File: config.mk
export PLATFORM = sky130hd
export DESIGN_NAME = sisa_bist_ctrl
export DESIGN_NICKNAME = d
export VERILOG_FILES = /design/src/rtl/sisa_bist_pkg.sv /design/src/rtl/sisa_sig_reg.sv /design/src/rtl/sisa_bist_ctrl.sv
export SDC_FILE = /design/constraint.sdc
export NUM_CORES = 1
export LEC_CHECK = 0
export ABC_AREA = 1
export BUFFER_PORTS_ARGS = -buffer_cell sky130_fd_sc_hd__buf_2
export CORE_MARGIN = 2
export CORE_UTILIZATION = 51
export CTS_CLUSTER_DIAMETER = 200
export DETAILED_ROUTE_END_ITERATION = 12
export GPL_TIMING_DRIVEN = 0
export PLACE_DENSITY = 0.75
export SETUP_SLACK_MARGIN = 0.2
export SLEW_MARGIN = 20
export SYNTH_ARGS = -nofsm -noshare
export SYNTH_HDL_FRONTEND = slang
export SYNTH_SLANG_ARGS = --single-unit
File: constraint.sdc
create_clock -name clk -period 1.7 [get_ports clk]
set_input_delay 0.34 -clock clk [delete_from_list [all_inputs] [get_ports clk]]
set_output_delay 0.34 -clock clk [all_outputs]
set_load 0.05 [all_outputs]
File: src/rtl/sisa_bist_pkg.sv
// Shared types and default widths for the SISA BIST controller.
//   sisa_bist_state_t : controller state encoding (IDLE, LOAD, RUN, CHECK, DONE)
//   SISA_*_DEF        : default parameter values for the controller
package sisa_bist_pkg;

  localparam int unsigned SISA_N_DEF     = 8;
  localparam int unsigned SISA_LEN_W_DEF = 16;
  localparam int unsigned SISA_TO_W_DEF  = 8;

  typedef enum logic [2:0] {
    IDLE  = 3'd0,
    LOAD  = 3'd1,
    RUN   = 3'd2,
    CHECK = 3'd3,
    DONE  = 3'd4
  } sisa_bist_state_t;

  // States in which a test is in progress.
  function automatic logic sisa_is_busy(input sisa_bist_state_t s);
    return (s == LOAD) || (s == RUN) || (s == CHECK);
  endfunction

endpackage

File: src/rtl/sisa_sig_reg.sv
// Single-input signature register: N-bit shift register with polynomial
// feedback taken from bit 0 and the serial input folded into the MSB.
// Ports:
//   clk, rst : clock, synchronous active-high reset (clears the register)
//   load     : load seed (has priority over shift)
//   seed     : value loaded by load
//   shift    : compact one serial bit
//   sin      : serial input bit
//   poly     : feedback polynomial (MSB not used)
//   sig      : current signature
module sisa_sig_reg #(
  parameter int unsigned N = 8
) (
  input  logic         clk,
  input  logic         rst,
  input  logic         load,
  input  logic [N-1:0] seed,
  input  logic         shift,
  input  logic         sin,
  input  logic [N-1:0] poly,
  output logic [N-1:0] sig
);

  logic [N-1:0] r_sig;
  logic [N-1:0] w_sig_next;

  // The MSB feedback tap is implicit (s[0] always feeds the top bit).
  logic w_unused_poly_msb;
  assign w_unused_poly_msb = poly[N-1];

  // Next signature: load, compact one bit, or hold.
  always_comb begin
    w_sig_next = r_sig;
    if (load) begin
      w_sig_next = seed;
    end else if (shift) begin
      w_sig_next[N-1] = r_sig[0] ^ sin;
      for (int i = 0; i < int'(N) - 1; i++) begin
        w_sig_next[i] = (r_sig[0] & poly[i]) ^ r_sig[i+1];
      end
    end
  end

  always_ff @(posedge clk) begin
    if (rst) begin
      r_sig <= '0;
    end else begin
      r_sig <= w_sig_next;
    end
  end

  assign sig = r_sig;

endmodule

File: src/rtl/sisa_bist_ctrl.sv
// SISA BIST sequencing controller: on start, loads a seed, compacts a serial
// response stream of programmable length, compares against a golden
// signature and holds pass/fail until the next start or abort.
// Optional idle watchdog in RUN: define SISA_BIST_TIMEOUT_EN.
// Ports:
//   clk, rst             : clock, synchronous active-high reset
//   start, abort         : begin a test (IDLE/DONE only) / return to IDLE
//   poly, seed, golden   : polynomial, initial and expected signature
//   test_len             : number of response bits to compact
//   resp_valid, resp_bit : serial response stream
//   resp_ready           : response bits accepted (RUN only)
//   busy, done, pass     : status (pass meaningful while done)
//   timeout              : run ended by watchdog (0 without the macro)
//   signature            : current signature register
module sisa_bist_ctrl
  import sisa_bist_pkg::*;
#(
  parameter int unsigned N     = SISA_N_DEF,
  parameter int unsigned LEN_W = SISA_LEN_W_DEF,
  parameter int unsigned TO_W  = SISA_TO_W_DEF
) (
  input  logic             clk,
  input  logic             rst,
  input  logic             start,
  input  logic             abort,
  input  logic [N-1:0]     poly,
  input  logic [N-1:0]     seed,
  input  logic [N-1:0]     golden,
  input  logic [LEN_W-1:0] test_len,
  input  logic             resp_valid,
  input  logic             resp_bit,
  output logic             resp_ready,
  output logic             busy,
  output logic             done,
  output logic             pass,
  output logic             timeout,
  output logic [N-1:0]     signature
);

  sisa_bist_state_t r_state;
  sisa_bist_state_t w_next;

  logic [N-1:0]     r_poly;
  logic [N-1:0]     r_seed;
  logic [N-1:0]     r_golden;
  logic [LEN_W-1:0] r_len;
  logic [LEN_W-1:0] r_count;
  logic [LEN_W-1:0] w_count_inc;

  logic r_resp_ready;
  logic r_busy;
  logic r_done;
  logic r_pass;

  logic w_start_acc;
  logic w_accept;
  logic w_last;
  logic w_to_hit;
  logic w_timed_out;
  logic w_sig_load;
  logic [N-1:0] w_sig;

  // Abort suppresses both start acceptance and bit acceptance so the
  // signature holds its value on an abort edge.
  assign w_start_acc = start && !abort && ((r_state == IDLE) || (r_state == DONE));
  assign w_accept    = (r_state == RUN) && resp_valid && !abort;
  assign w_count_inc = r_count + LEN_W'(1);
  assign w_last      = (w_count_inc == r_len);
  assign w_sig_load  = (r_state == LOAD) && !abort;

  // Next-state logic; abort overrides every transition.
  always_comb begin
    w_next = r_state;
    case (r_state)
      IDLE:    if (start) w_next = LOAD;
      LOAD:    w_next = (r_len == '0) ? CHECK : RUN;
      RUN:     if ((w_accept && w_last) || w_to_hit) w_next = CHECK;
      CHECK:   w_next = DONE;
      DONE:    if (start) w_next = LOAD;
      default: w_next = IDLE;
    endcase
    if (abort) w_next = IDLE;
  end

  // State register and state-decoded outputs, registered from next state.
  always_ff @(posedge clk) begin
    if (rst) begin
      r_state      <= IDLE;
      r_resp_ready <= 1'b0;
      r_busy       <= 1'b0;
      r_done       <= 1'b0;
    end else begin
      r_state      <= w_next;
      r_resp_ready <= (w_next == RUN);
      r_busy       <= sisa_is_busy(w_next);
      r_done       <= (w_next == DONE);
    end
  end

  // Test configuration captured on start acceptance.
  always_ff @(posedge clk) begin
    if (rst) begin
      r_poly   <= '0;
      r_seed   <= '0;
      r_golden <= '0;
      r_len    <= '0;
    end else if (w_start_acc) begin
      r_poly   <= poly;
      r_seed   <= seed;
      r_golden <= golden;
      r_len    <= test_len;
    end
  end

  // Accepted-bit counter.
  always_ff @(posedge clk) begin
    if (rst) begin
      r_count <= '0;
    end else if (r_state == LOAD) begin
      r_count <= '0;
    end else if (w_accept) begin
      r_count <= w_count_inc;
    end
  end

  // Pass flag: evaluated in CHECK, forced low after a watchdog expiry.
  always_ff @(posedge clk) begin
    if (rst) begin
      r_pass <= 1'b0;
    end else if (abort || w_start_acc) begin
      r_pass <= 1'b0;
    end else if (r_state == CHECK) begin
      r_pass <= (w_sig == r_golden) && !w_timed_out;
    end
  end

`ifdef SISA_BIST_TIMEOUT_EN
  logic [TO_W-1:0] r_to_cnt;
  logic [TO_W-1:0] w_to_inc;
  logic            r_timeout;

  assign w_to_inc = r_to_cnt + TO_W'(1);
  // Expire on the idle edge that would bring the counter to all-ones.
  assign w_to_hit = (r_state == RUN) && !w_accept && (w_to_inc == {TO_W{1'b1}});

  // Idle-cycle watchdog, restarted on RUN entry and on every accepted bit.
  always_ff @(posedge clk) begin
    if (rst) begin
      r_to_cnt <= '0;
    end else if ((r_state == LOAD) || w_accept) begin
      r_to_cnt <= '0;
    end else if (r_state == RUN) begin
      r_to_cnt <= w_to_inc;
    end
  end

  always_ff @(posedge clk) begin
    if (rst) begin
      r_timeout <= 1'b0;
    end else if (abort || w_start_acc) begin
      r_timeout <= 1'b0;
    end else if (w_to_hit) begin
      r_timeout <= 1'b1;
    end
  end

  assign w_timed_out = r_timeout;
  assign timeout     = r_timeout;
`else
  localparam int unsigned UNUSED_TO_W = TO_W;
  assign w_to_hit    = 1'b0;
  assign w_timed_out = 1'b0;
  assign timeout     = 1'b0;
`endif

  sisa_sig_reg #(
    .N (N)
  ) u_sig_reg (
    .clk   (clk),
    .rst   (rst),
    .load  (w_sig_load),
    .seed  (r_seed),
    .shift (w_accept),
    .sin   (resp_bit),
    .poly  (r_poly),
    .sig   (w_sig)
  );

  assign resp_ready = r_resp_ready;
  assign busy       = r_busy;
  assign done       = r_done;
  assign pass       = r_pass;
  assign signature  = w_sig;

endmodule

# Yosys cells after proc, flatten, opt, wreduce, memory -nomap -nowiden
# Cells that the tools add are included.
# classes
n_addsub	1
n_mul	0
n_div	0
magnitude_cmp	0
eq_ne	10
shifts	0
n_mux	7
bitwise_logic	15
reduce_logical	17
# ops
op	n
adder 16 x 1 -> 16 bit (second input constant)	1
equality test 16 bit	1
zero test 16 bit	1
2-to-1 mux 8 bit	2
equality test 3 x 2 -> 1 bit (second input constant)	4
one-hot mux 3 bit (4 select lines)	1
2-to-1 mux 3 bit	3
equality test 8 bit	1
XOR 1 bit	8
AND 1 bit	7
equality test 3 x 1 -> 1 bit (second input constant)	2
equality test 3 bit (second input constant)	2
logical AND 1 bit	6
OR reduction 2 bit	3
logical OR 1 bit	4
zero test 3 bit	1
nonzero test 2 bit	1
zero test 1 bit	1
2-to-1 mux 1 bit	1
# totals
register_bits	70
latch_bits	0
ramBits	0
mem_bits_ro	0
input_bits	46
output_inout_bits	13
word_cells	61
memories	0

# Logic depth before layout (Yosys ltp)
# Gate-level depths: netlist of the first run.
# logic_depth
word_depth	10
ltp_mapped	15
depth_no_buf	15

# Modules after synthesis
# Synthesis of the first run repeated with hierarchy kept, for this count alone.
# hier_totals
hier_cells	532
area_unflattened_um2	3624.7
# by_module_without_submodules
module	n_inst	cells_per_inst	area_per_inst_um2	seq_area_each_um2
sisa_bist_ctrl	1	453	3081.7	1261.2
sisa_sig_reg	1	79	543.0	160.2

# Least setup slack after synthesis of the first run
# Ideal clock, no wire load.
# synth_path
path_kind	reg2reg
startpoint	register r_count[0]
endpoint	register r_busy, in the netlist busy
setup_time_ns	0.067
arrival_ns	1.655
t_required_ns	1.633
path_slack_ns	-0.023
path_stages_with_launch	14
n_path_buf	0
synth_period_minus_slack_ns	1.723
path_cell_list	dfxtp_1 > ha_1 > nand3_1 > nor2_1 > nand3_1 > nand2_1 > nand2_1 > nand2_1 > nand3_1 > nor2_1 > nand3_1 > nand2_2 > nand2_2 > a21oi_2
# synth_between
elab_chain_cells	9
word_cells_on_any_way	11
classes_between	1 x add/sub; 4 x eq/ne; 3 x mux; 3 x reduce/logical
# synth_lines
item	line	text
start, declared	sisa_bist_ctrl.sv:47	logic [LEN_W-1:0] r_count;
start signal, assigned	sisa_bist_ctrl.sv:122	r_count <= w_count_inc;
adder 16 x 1 -> 16 bit *	sisa_bist_ctrl.sv:67	assign w_count_inc = r_count + LEN_W'(1);
equality test 16 bit *	sisa_bist_ctrl.sv:68	assign w_last = (w_count_inc == r_len);
logical AND 1 bit *	sisa_bist_ctrl.sv:77	RUN: if ((w_accept && w_last) || w_to_hit) w_next = CHECK;
2-to-1 mux 3 bit *	sisa_bist_ctrl.sv:77	
one-hot mux 3 bit (4 select lines) *	sisa_bist_ctrl.sv:74	case (r_state)
2-to-1 mux 3 bit *	sisa_bist_ctrl.sv:82	if (abort) w_next = IDLE;
equality test 3 x 1 -> 1 bit or equality test 3 x 2 -> 1 bit (tied branches)	sisa_bist_pkg.sv:20	return (s == LOAD) || (s == RUN) || (s == CHECK);
logical OR 1 bit	sisa_bist_pkg.sv:20	
logical OR 1 bit *	sisa_bist_pkg.sv:20	
end signal, assigned	sisa_bist_ctrl.sv:95	r_busy <= sisa_is_busy(w_next);
end, declared	sisa_bist_ctrl.sv:51	logic r_busy;
# Every way passes the cells marked *; elsewhere a longest branch is shown, timed or not.
# A chain may end at the register's enable or synchronous reset.

# Worst setup path after layout of the first run
# layout_path
startpoint	register r_count[0]
endpoint	register r_resp_ready, in the netlist resp_ready
# layout_between
elab_chain_cells	7
# layout_lines
item	line	text
adder 16 x 1 -> 16 bit	sisa_bist_ctrl.sv:67	
equality test 16 bit	sisa_bist_ctrl.sv:68	
logical AND 1 bit	sisa_bist_ctrl.sv:77	
2-to-1 mux 3 bit	sisa_bist_ctrl.sv:77	
one-hot mux 3 bit (4 select lines)	sisa_bist_ctrl.sv:74	
2-to-1 mux 3 bit	sisa_bist_ctrl.sv:82	
equality test 3 x 2 -> 1 bit	sisa_bist_ctrl.sv:94	r_resp_ready <= (w_next == RUN);
end signal, assigned	sisa_bist_ctrl.sv:94	
end, declared	sisa_bist_ctrl.sv:50	logic r_resp_ready;
# Every way passes these cells.

==> flow_summary.toml, run 1 <==
[routing]
first_pass_iters = 7
vias = 4009
drc = 0
drt-initial-drc-count = 309
wl_per_cell_um = 16.04
postRouteAntennaNets = 0
drt_wl_total_mm = 11.37
viasPerCell = 5.654

[yosys]
synth_common_cells = "102 x nand2_1, 74 x nor2_1, 70 x dfxtp_1"
synth.ff_latch_count = 70
synth-async-reset-ratio_pct = 0
synth_area_leaders = "dfxtp_1 39%, nand2_1 11%, nor2_1 7.8%, o21ai_0 7.0%, nand3_1 6.5%"
yosysMostFrequentCell = "nand2_1"
netlist_instances = 524
synth_ff_type = "dfxtp_1"
yosysSeqAreaShare_pct = 39.41
syn_nets = 571
yosysUniqueCellTypes = 32
yosys.area.top_type = "dfxtp_1"
syn_avg_cell_area_um2 = 6.786
synth_area_mm2 = 0.003556
ys.warnings.count = 0
synth_edf_count = 0
synth_top_area_share_pct = 39.41

[setup_path]
rr_worst_depth = 13
cp-startpoint = "r_count[0]$_SDFFE_PP0P_"
crit_path_end = "resp_ready$_SDFF_PP0_"
crit_type = "flop to flop"
cp.required_ns = 1.96
r2r-end = "resp_ready$_SDFF_PP0_"
cp-start-kind = "flop"
reg2reg_slack_ns = -0.23
path_max_fanout = 4
endpoint_kind = "flop"
r2r_start = "r_count[0]$_SDFFE_PP0P_"
crit_arrival_ns = 2.18

[sta]
min_period_ns = 1.926
hold_viol_final = 0
fin_skew_ns = 0.007640
finalWorstSetupSlack_ns = -0.2262
rsz0062_at_grt = "true"
setup_violations = 3
post-route-period-util_pct = 113.3
worst_pin_slew_ns = 0.5784
slew_violations = 0
timing.fmax_ghz = 0.5191
slew_headroom_pct = 61.44

[floorplanning]
row_count = 30
initial_utilization_pct = 52.63
fp.dieArea_mm2 = 0.007656
die_x_um = 87.50
core_mm2 = 0.006756
io_pins = 59
die_height_um = 87.50

[min_path]
min_path_type = "input pin to flop"

[layout]
fin_util_pct = 71.52
area_growth_pct = 35.89
diodes = 0
drive_above_1_share_pct = 32.91
nNetsFinal = 671

[run_status]
status = "finished, violations left"
violations = "setup timing"

[clock_tree]
clock_sinks = 70
cts_hold_buf = 0
cts_buffers = 9
tritoncts = "built"
cts.clk_slew.worst_paths_ns = 0.08
cts-root-buf = "clkbuf_8"
clockBufferDepth = 2
clock_latency_ns = 0.36
htree_num_levels = 3

[power_and_ir_drop]
ir_drop_mv = 0.5310
powerDensity_mw_per_mm2 = 759.7
total_leakage_power_nw = 2.154

[global_routing]
overflow = 0
grt_max_degree = 13
grt_util_all_layers_pct = 29.51
grt_pass1_wl_mm = 17.46
antenna_found_initial = 0
grt_pass1_vias = 3864

[job]
drv_cap = 0

[place]
dp_hpwl_mm = 6.977
finalWeightedCongestion = 0.8991
place_ws_ns = -0.2001
io_buffers = 55
-- placed cells by master (no fill, tap or decap), drive strengths merged --
cell type	synthesis	final
nand3b	1	1
buf	2	96
nand3	48	48
xnor3	1	1
o21ai	51	51
nor2	82	83
nand4	12	12
dfxtp	70	70
a31oi	11	11
xor2	9	9
nand2	107	107
o211ai	3	3
inv	59	58
clkbuf	19	24
bufinv	0	1
a211oi	3	3
xnor2	10	10
conb	1	1
ha	1	1
clkinv	1	4
clkinvlp	0	2
nor4	2	2
nor3	4	4
o21bai	1	1
a21oi	26	26
-- sequential cells by signal (all words and copies together), names as in the netlist --
register / flops
r_state: 3
r_poly: 7
r_seed: 8
done: 1
r_golden: 8
u_sig_reg.sig: 8
r_count: 16
resp_ready: 1
r_len: 16
busy: 1
pass: 1
-- cell families after synthesis --
group                      share of synthesized area (%)
AOI/OAI and AO/OA                                  14.46
xor gates and xnor gates                           5.313
adders and majority gates                         0.3518
buffers and inverters                              8.691
DFF                                                39.41
other                                             0.1055
and+or+nand+nor                                    31.67
-- how the worst min path moves through the flow --
stage	slack, ns	to	from	cells after the start
after global placement	0.43	r_seed[6]$_SDFFE_PP0P_	r_seed[6]$_SDFFE_PP0P_	2
after floorplan	0.42	done$_SDFF_PP0_	abort	1
after CTS	0.21	r_golden[7]$_SDFFE_PP0P_	golden[7]	3
after global routing	0.22	r_seed[5]$_SDFFE_PP0P_	seed[5]	3
after detailed placement	0.45	r_seed[6]$_SDFFE_PP0P_	r_seed[6]$_SDFFE_PP0P_	2
final	0.19	r_seed[0]$_SDFFE_PP0P_	seed[0]	3
-- per-layer routing --
metal / vias to the layer above / track usage (%) / wire length (um)
met3: 56 / 6.730 / 864
met1: 1845 / 32.94 / 4342
met5: - / 0 / 0
li1: 1908 / - / -
met4: 0 / 16.50 / 502
met2: 200 / 51.58 / 5660
-- final cells by class --
cell class,count,area [um^2]
plain buffers,21,187.7
clock buffers,11,152.6
clock inverters,5,56.30
fillers,492,1924
inverters,60,239.0
multi-input cells,374,2123
flip-flops and latches,70,1434
well taps,80,100.1
repair buffers,88,539.3
-- through the flow --
step	total power (W)	hold WS [ns]	cell area (um^2)	TNS, ns	cells
2_1_floorplan	0.002018	0.4185	3593	0	524
3_3_place_gp	0.002145	0.4344	3969	-3.573	659
3_5_place_dp	0.002154	0.4463	3969	-4.700	659
4_1_cts	0.003619	0.2070	4602	-0.1419	702
5_1_grt	0.003798	0.2164	4832	-0.7673	709
6_report	0.003671	0.1874	4832	-0.5925	709
-- critical path: stages (launching register included) --
cell     delay (ns)
dfxtp_4        0.38
ha_4           0.19
nand2_8        0.09
nor2_4         0.18
nand2_1        0.11
nand2_2        0.11
nand3_2        0.06
nand2_1        0.07
inv_1          0.05
nand3_1        0.10
nor2_1         0.06
nand3_1        0.12
nand2_2        0.09
nor3_1         0.21
-- what timing repair did --
| action | in CTS | in global routing |
|---|---|---|
| resized for setup | 72 | 75 |
| endpoints found under the setup margin | 66 | 69 |
| gates cloned | 2 | 1 |
| pin swaps | 9 | 22 |
| setup buffers | 25 | 6 |
-- power breakdown --
part | switching [W] | internal [W] | total, W
clock network | 0.000669 | 0.000765 | 0.00143
logic | 0.000277 | 0.000206 | 0.000482
registers | 0.0000503 | 0.00171 | 0.00176
No activity file was read; power rests on OpenSTA's default activity.
==> run 2: changes to the inputs <==
- ABC_AREA: 1 -> not set
- CORE_UTILIZATION: 51 -> 50
- HOLD_SLACK_MARGIN: not set -> 0.03
- PLACE_DENSITY: 0.75 -> 0.74
==> flow_summary.toml, run 2 <==
[floorplanning]
initial_utilization_pct = 50.86
row_count = 30
die_height_um = 86.67
die_x_um = 86.67
io_pins = 59
core_mm2 = 0.006719
fp.dieArea_mm2 = 0.007512

[power_and_ir_drop]
clkPwrFrac_pct = 39.9
ir_drop_mv = 0.5480
total_leakage_power_nw = 1.806
combPwrFrac_pct = 11.7
internal-power_w = 0.002639
switchingPower_w = 0.0009570
swShare_pct = 26.62
power_frac_seq_pct = 48.4
powerDensity_mw_per_mm2 = 764.3

[place]
place_ws_ns = -0.6750
finalWeightedCongestion = 0.8980
dp_hpwl_mm = 6.049
io_buffers = 55
post-place-cells = 571

[setup_path]
critPathBufInv = 1
cp-startpoint = "r_count[1]$_SDFFE_PP0P_"
crit_chain = "ha_4 -> buf_4 -> xnor2_2 -> nand3_1 -> a21boi_0 -> or4_1 -> or4_4 -> o211a_1"
endpoint_kind = "flop"
path_depth = 8
cpLargestDelayFamily = "simple AND/OR/NAND/NOR gates"
reg2reg_slack_ns = -0.67
path_max_fanout = 4
max_stage_delay_ns = 0.47
crit_slowest_cell = "or4_1"
cp.required_ns = 1.95
crit_arrival_ns = 2.62
r2r_start = "r_count[1]$_SDFFE_PP0P_"
crit_type = "flop to flop"
rr_worst_depth = 8
cp-start-kind = "flop"

[global_routing]
antenna_found_initial = 0
grt_pass1_vias = 3199
grt_max_degree = 14
overflow = 0
grt_pass1_wl_mm = 14.82
grt_util_all_layers_pct = 25.20

[sta]
post-route-period-util_pct = 139.5
slew_headroom_pct = 56.48
timing.fmax_ghz = 0.4217
hold-worst-slack_ns = 0.2127
hold_viol_final = 0
min_period_ns = 2.371
setup_violations = 7
worst_pin_slew_ns = 0.6528
slew_violations = 0
rsz0062_at_grt = "true"
finalWorstSetupSlack_ns = -0.6712
fin_skew_ns = 0.01237

[yosys]
syn_avg_cell_area_um2 = 7.837
synth_common_cells = "101 x nand2_1, 70 x dfxtp_1, 54 x a21oi_1"
synth_top_area_share_pct = 41.01
yosysUniqueCellTypes = 48
ys.warnings.count = 0
synth_area_mm2 = 0.003417
yosysMostFrequentCell = "nand2_1"
syn_nets = 483
synth.ff_latch_count = 70
synth_ff_type = "dfxtp_1"
synth_area_leaders = "dfxtp_1 41%, nand2_1 11%, a21oi_1 7.9%, xnor2_1 7.2%, xor2_1 4.9%"
yosysSeqAreaShare_pct = 41.01
synth-async-reset-ratio_pct = 0
netlist_instances = 436
yosys.area.top_type = "dfxtp_1"
synth_edf_count = 0

[clock_tree]
cts_buffers = 9
cts_hold_buf = 0
htree_num_levels = 3
clockBufferDepth = 2
cts.clk_slew.worst_paths_ns = 0.08
clock_sinks = 70
cts-root-buf = "clkbuf_8"
tritoncts = "built"
clock_latency_ns = 0.36

[min_path]
min-delay-start = "test_len[2]"
min_path_type = "input pin to flop"
min_path_cells = 3

[routing]
drt-initial-drc-count = 199
wl_met2_mm = 4.765
first_pass_iters = 4
viasPerCell = 5.612
drt_wl_total_mm = 9.462
wl_per_cell_um = 15.64
drc = 0
postRouteAntennaNets = 0
vias = 3395
top_layer_used = "met4"
met3_length_um = 507
wl_met1_mm = 3.854

[run_status]
violations = "setup timing"
status = "finished, violations left"

[layout]
layout.cells.non_filler = 605
final_common_cell = "nand2_1"
fin_util_pct = 70.02
area_growth_pct = 37.68
drive_above_1_share_pct = 36.19
top_regs = "r_count x16, r_len x16"
final_cell_mix = "81 x nand2_1, 57 x dfxtp_1, 56 x buf_2"
fillers = 514
diodes = 0
nNetsFinal = 567

[job]
drv_cap = 0
## run 2: final cells by class
type                            instances  area [um^2]  area share (%)
Sequential cell                        70         1425           30.29
Inverter                                4        15.01          0.3191
Clock buffer                           11        152.6           3.245
Buffer                                 26        229.0           4.867
Tap cell                               80        100.1           2.128
Clock inverter                          5        57.56           1.223
Multi-Input combinational cell        336         2266           48.16
Timing Repair Buffer                   73        459.2           9.761
## run 2: metal layers
| metal | vias up | global-route usage, % |
|---|---|---|
| met4 | 0 | 12.93 |
| met1 | 1598 | 29.27 |
| met3 | 29 | 4.952 |
| li1 | 1654 | - |
| met2 | 114 | 43.85 |
| met5 | - | 0 |
## run 2: final timing paths
path                             to
min           r_len[2]$_SDFFE_PP0P_
max reg2reg   resp_ready$_SDFF_PP0_
min reg2reg  r_poly[4]$_SDFFE_PP0P_
max           resp_ready$_SDFF_PP0_
## run 2: repair_timing
| action | in CTS | in global routing |
|---|---|---|
| hold endpoints to repair | 0 | 0 |
| pin swaps | 17 | 9 |
| setup buffers | 10 | 7 |
| cloned | 1 | 0 |
| endpoints found under the setup margin | 64 | 57 |
| gates resized for setup | 60 | 63 |
## run 2: tightest hold or removal path: stages
cell and delay (ns):
buf_2 0.09, nand2_1 0.04, a21oi_1 0.05
## run 2: logic make-up after synthesis
logic type               count (synthesis)  share of synthesized area, %
other                                    1                        0.1097
flip-flops                              70                         41.01
buffers and inverters                   30                         3.881
XOR/XNOR                                48                         12.74
adder cells (fa/ha/maj)                  1                        0.3661
AND/OR/NAND/NOR                        198                         26.80
AO/OA/AOI/OAI                           86                         14.50
multiplexers                             2                        0.5859
## run 2: power by group through the flow
stage | Sequential (W) | Clock [W] | Combinational (W)
6_report | 0.00174 | 0.00143 | 0.000421
3_5_place_dp | 0.00177 | 0 | 0.000335
5_1_grt | 0.00175 | 0.00152 | 0.000464
2_1_floorplan | 0.00177 | 0 | 0.000215
3_3_place_gp | 0.00177 | 0 | 0.000329
4_1_cts | 0.00173 | 0.00143 | 0.000369
## run 2: per-stage QoR
stage / total power (W) / cell area [um^2] / setup TNS (ns)
after CTS: 0.003534 / 4446 / -1.121
after floorplan: 0.001988 / 3507 / -0.9222
after detailed placement: 0.002106 / 3882 / -5.226
final: 0.003596 / 4705 / -1.242
after global routing: 0.003729 / 4705 / -2.046
after global placement: 0.002098 / 3882 / -4.209
==> run 3: changes to the inputs <==
- CORE_UTILIZATION: 50 -> 52
- CTS_BUF_LIST: not set -> sky130_fd_sc_hd__clkbuf_8
- PLACE_DENSITY: 0.74 -> 0.77
==> flow_summary.toml, run 3 (synthesis gave the netlist of run 2 again) <==
[routing]
viasPerCell = 5.843
wl_per_cell_um = 17.42
drt_wl_total_mm = 10.62
drc = 0
first_pass_iters = 6
drt-initial-drc-count = 190
vias = 3564
postRouteAntennaNets = 0

[sta]
hold_viol_final = 0
finalWorstSetupSlack_ns = -0.6267
fin_skew_ns = 0.01417
rsz0062_at_grt = "true"
min_period_ns = 2.327
post-route-period-util_pct = 136.9
timing.fmax_ghz = 0.4298
worst_pin_slew_ns = 0.7453
slew_headroom_pct = 50.31
setup_violations = 19
slew_violations = 0

[setup_path]
max_stage_delay_ns = 0.51
crit_arrival_ns = 2.56
path_max_fanout = 3
cp.required_ns = 1.94
r2r_start = "r_count[0]$_SDFFE_PP0P_"
endpoint_kind = "flop"
cp-start-kind = "flop"
crit_chain = "ha_4 -> xnor2_1 -> and3_1 -> nand4b_1 -> or4_1 -> or4_4 -> o211a_1"
r2r-end = "resp_ready$_SDFF_PP0_"
rr_worst_depth = 7
critPathBufInv = 0
cpLargestDelayFamily = "simple AND/OR/NAND/NOR gates"
reg2reg_slack_ns = -0.63
crit_type = "flop to flop"
crit_slowest_cell = "or4_1"

[layout]
drive_above_1_share_pct = 42.78
final_common_cell = "nand2_1"
fin_util_pct = 77.00
area_growth_pct = 43.10
fillers = 367
top_regs = "r_count x16, r_len x16"
nNetsFinal = 575
final_cell_mix = "62 x nand2_1, 55 x dfxtp_1, 55 x buf_2"
diodes = 0

[global_routing]
grt_util_all_layers_pct = 25.75
grt_max_degree = 14
grt_pass1_vias = 3209
grt_pass1_wl_mm = 14.99
overflow = 0
antenna_found_initial = 0

[run_status]
violations = "setup timing"
status = "finished, violations left"

[place]
finalWeightedCongestion = 0.8474
dp_hpwl_mm = 6.140
io_buffers = 55
place_ws_ns = -0.6833

[floorplanning]
die_x_um = 85.06
io_pins = 59
fp.dieArea_mm2 = 0.007235
row_count = 29
initial_utilization_pct = 53.81
die_height_um = 85.06
core_mm2 = 0.006350

[power_and_ir_drop]
total_leakage_power_nw = 1.901
power_frac_seq_pct = 50.2
swShare_pct = 29.60
ir_drop_mv = 0.6237
clkPwrFrac_pct = 34.7
combPwrFrac_pct = 15.1
internal-power_w = 0.002461
powerDensity_mw_per_mm2 = 715.0
switchingPower_w = 0.001035

[min_path]
min_path_cells = 3
holdPathEnd = "r_golden[4]$_SDFFE_PP0P_"
min-delay-start = "golden[4]"
min_path_type = "input pin to flop"

[clock_tree]
htree_num_levels = 3
clock_latency_ns = 0.35
cts.clk_slew.worst_paths_ns = 0.09
cts-root-buf = "clkbuf_8"
tritoncts = "built"
cts_buffers = 9
clock_sinks = 70
clockBufferDepth = 2

[job]
drv_cap = 0
[run 3: cell count changes in the layout (fill, tap and decap cells not counted), sizes merged]
cell      previous run  this run
bufinv               1         0
buf                 81        88
clkinv               4         1
clkbuf              29        28
inv                  4         8
clkinvlp             0         2
[run 3: area by class of cell]
cell class / instances / area, um^2 / share of cell area, %
multi-input cells: 336 / 2386 / 48.80
flip-flops and latches: 70 / 1428 / 29.20
repair buffers: 81 / 548.0 / 11.21
plain buffers: 26 / 245.2 / 5.015
clock buffers: 9 / 123.9 / 2.533
well taps: 77 / 96.34 / 1.970
clock inverters: 7 / 47.55 / 0.9724
inverters: 4 / 15.01 / 0.3071
[run 3: timing repair]
| item | in CTS | in global routing |
|---|---|---|
| gates resized for setup | 60 | 103 |
| setup endpoints to repair | 64 | 66 |
| buffers inserted | 12 | 10 |
| pin swaps | 32 | 20 |
| gates cloned | 1 | 3 |
| hold buffers | 0 | 0 |
[run 3: how the worst max path moves through the flow]
stage	start	to	slack [ns]	cells past startpoint
3_5_place_dp	r_count[0]$_SDFFE_PP0P_	resp_ready$_SDFF_PP0_	-0.68	7
5_1_grt	r_count[0]$_SDFFE_PP0P_	resp_ready$_SDFF_PP0_	-0.70	8
2_1_floorplan	r_count[0]$_SDFFE_PP0P_	resp_ready$_SDFF_PP0_	-0.52	8
6_report	r_count[0]$_SDFFE_PP0P_	resp_ready$_SDFF_PP0_	-0.63	7
4_1_cts	r_count[0]$_SDFFE_PP0P_	resp_ready$_SDFF_PP0_	-0.59	8
3_3_place_gp	r_count[0]$_SDFFE_PP0P_	resp_ready$_SDFF_PP0_	-0.70	8
[run 3: power by group through the flow]
stage / registers (W) / clock network [W] / logic (W)
after global placement: 0.00177 / 0 / 0.000329
after floorplan: 0.00177 / 0 / 0.000215
after detailed placement: 0.00177 / 0 / 0.000335
after CTS: 0.00174 / 0.00121 / 0.000383
final: 0.00175 / 0.00121 / 0.000529
after global routing: 0.00176 / 0.00129 / 0.000568
[run 3: per-stage QoR]
stage / instance area, um^2 / power [W] / TNS (ns) / instances / hold WS, ns
2_1_floorplan: 3507 / 0.001988 / -0.9222 / 436 / 0.4366
3_3_place_gp: 3879 / 0.002099 / -5.303 / 568 / 0.4464
3_5_place_dp: 3879 / 0.002106 / -5.681 / 568 / 0.4493
4_1_cts: 4365 / 0.003326 / -1.156 / 597 / 0.2125
5_1_grt: 4890 / 0.003612 / -4.038 / 610 / 0.2335
6_report: 4890 / 0.003496 / -2.407 / 610 / 0.2270
[run 3: routing by layer]
| metal | share of wire [%] | GRT usage, % | vias up |
|---|---|---|---|
| met4 | 3.4 | 10.25 | 0 |
| met3 | 6.0 | 5.253 | 40 |
| li1 | - | - | 1662 |
| met5 | 0 | 0 | - |
| met1 | 39 | 31.43 | 1708 |
| met2 | 51 | 44.39 | 154 |
[run 3: tightest hold or removal path, cell delays in order]
cell and delay [ns]:
buf_2 0.10, nand2_1 0.06, a21oi_2 0.04
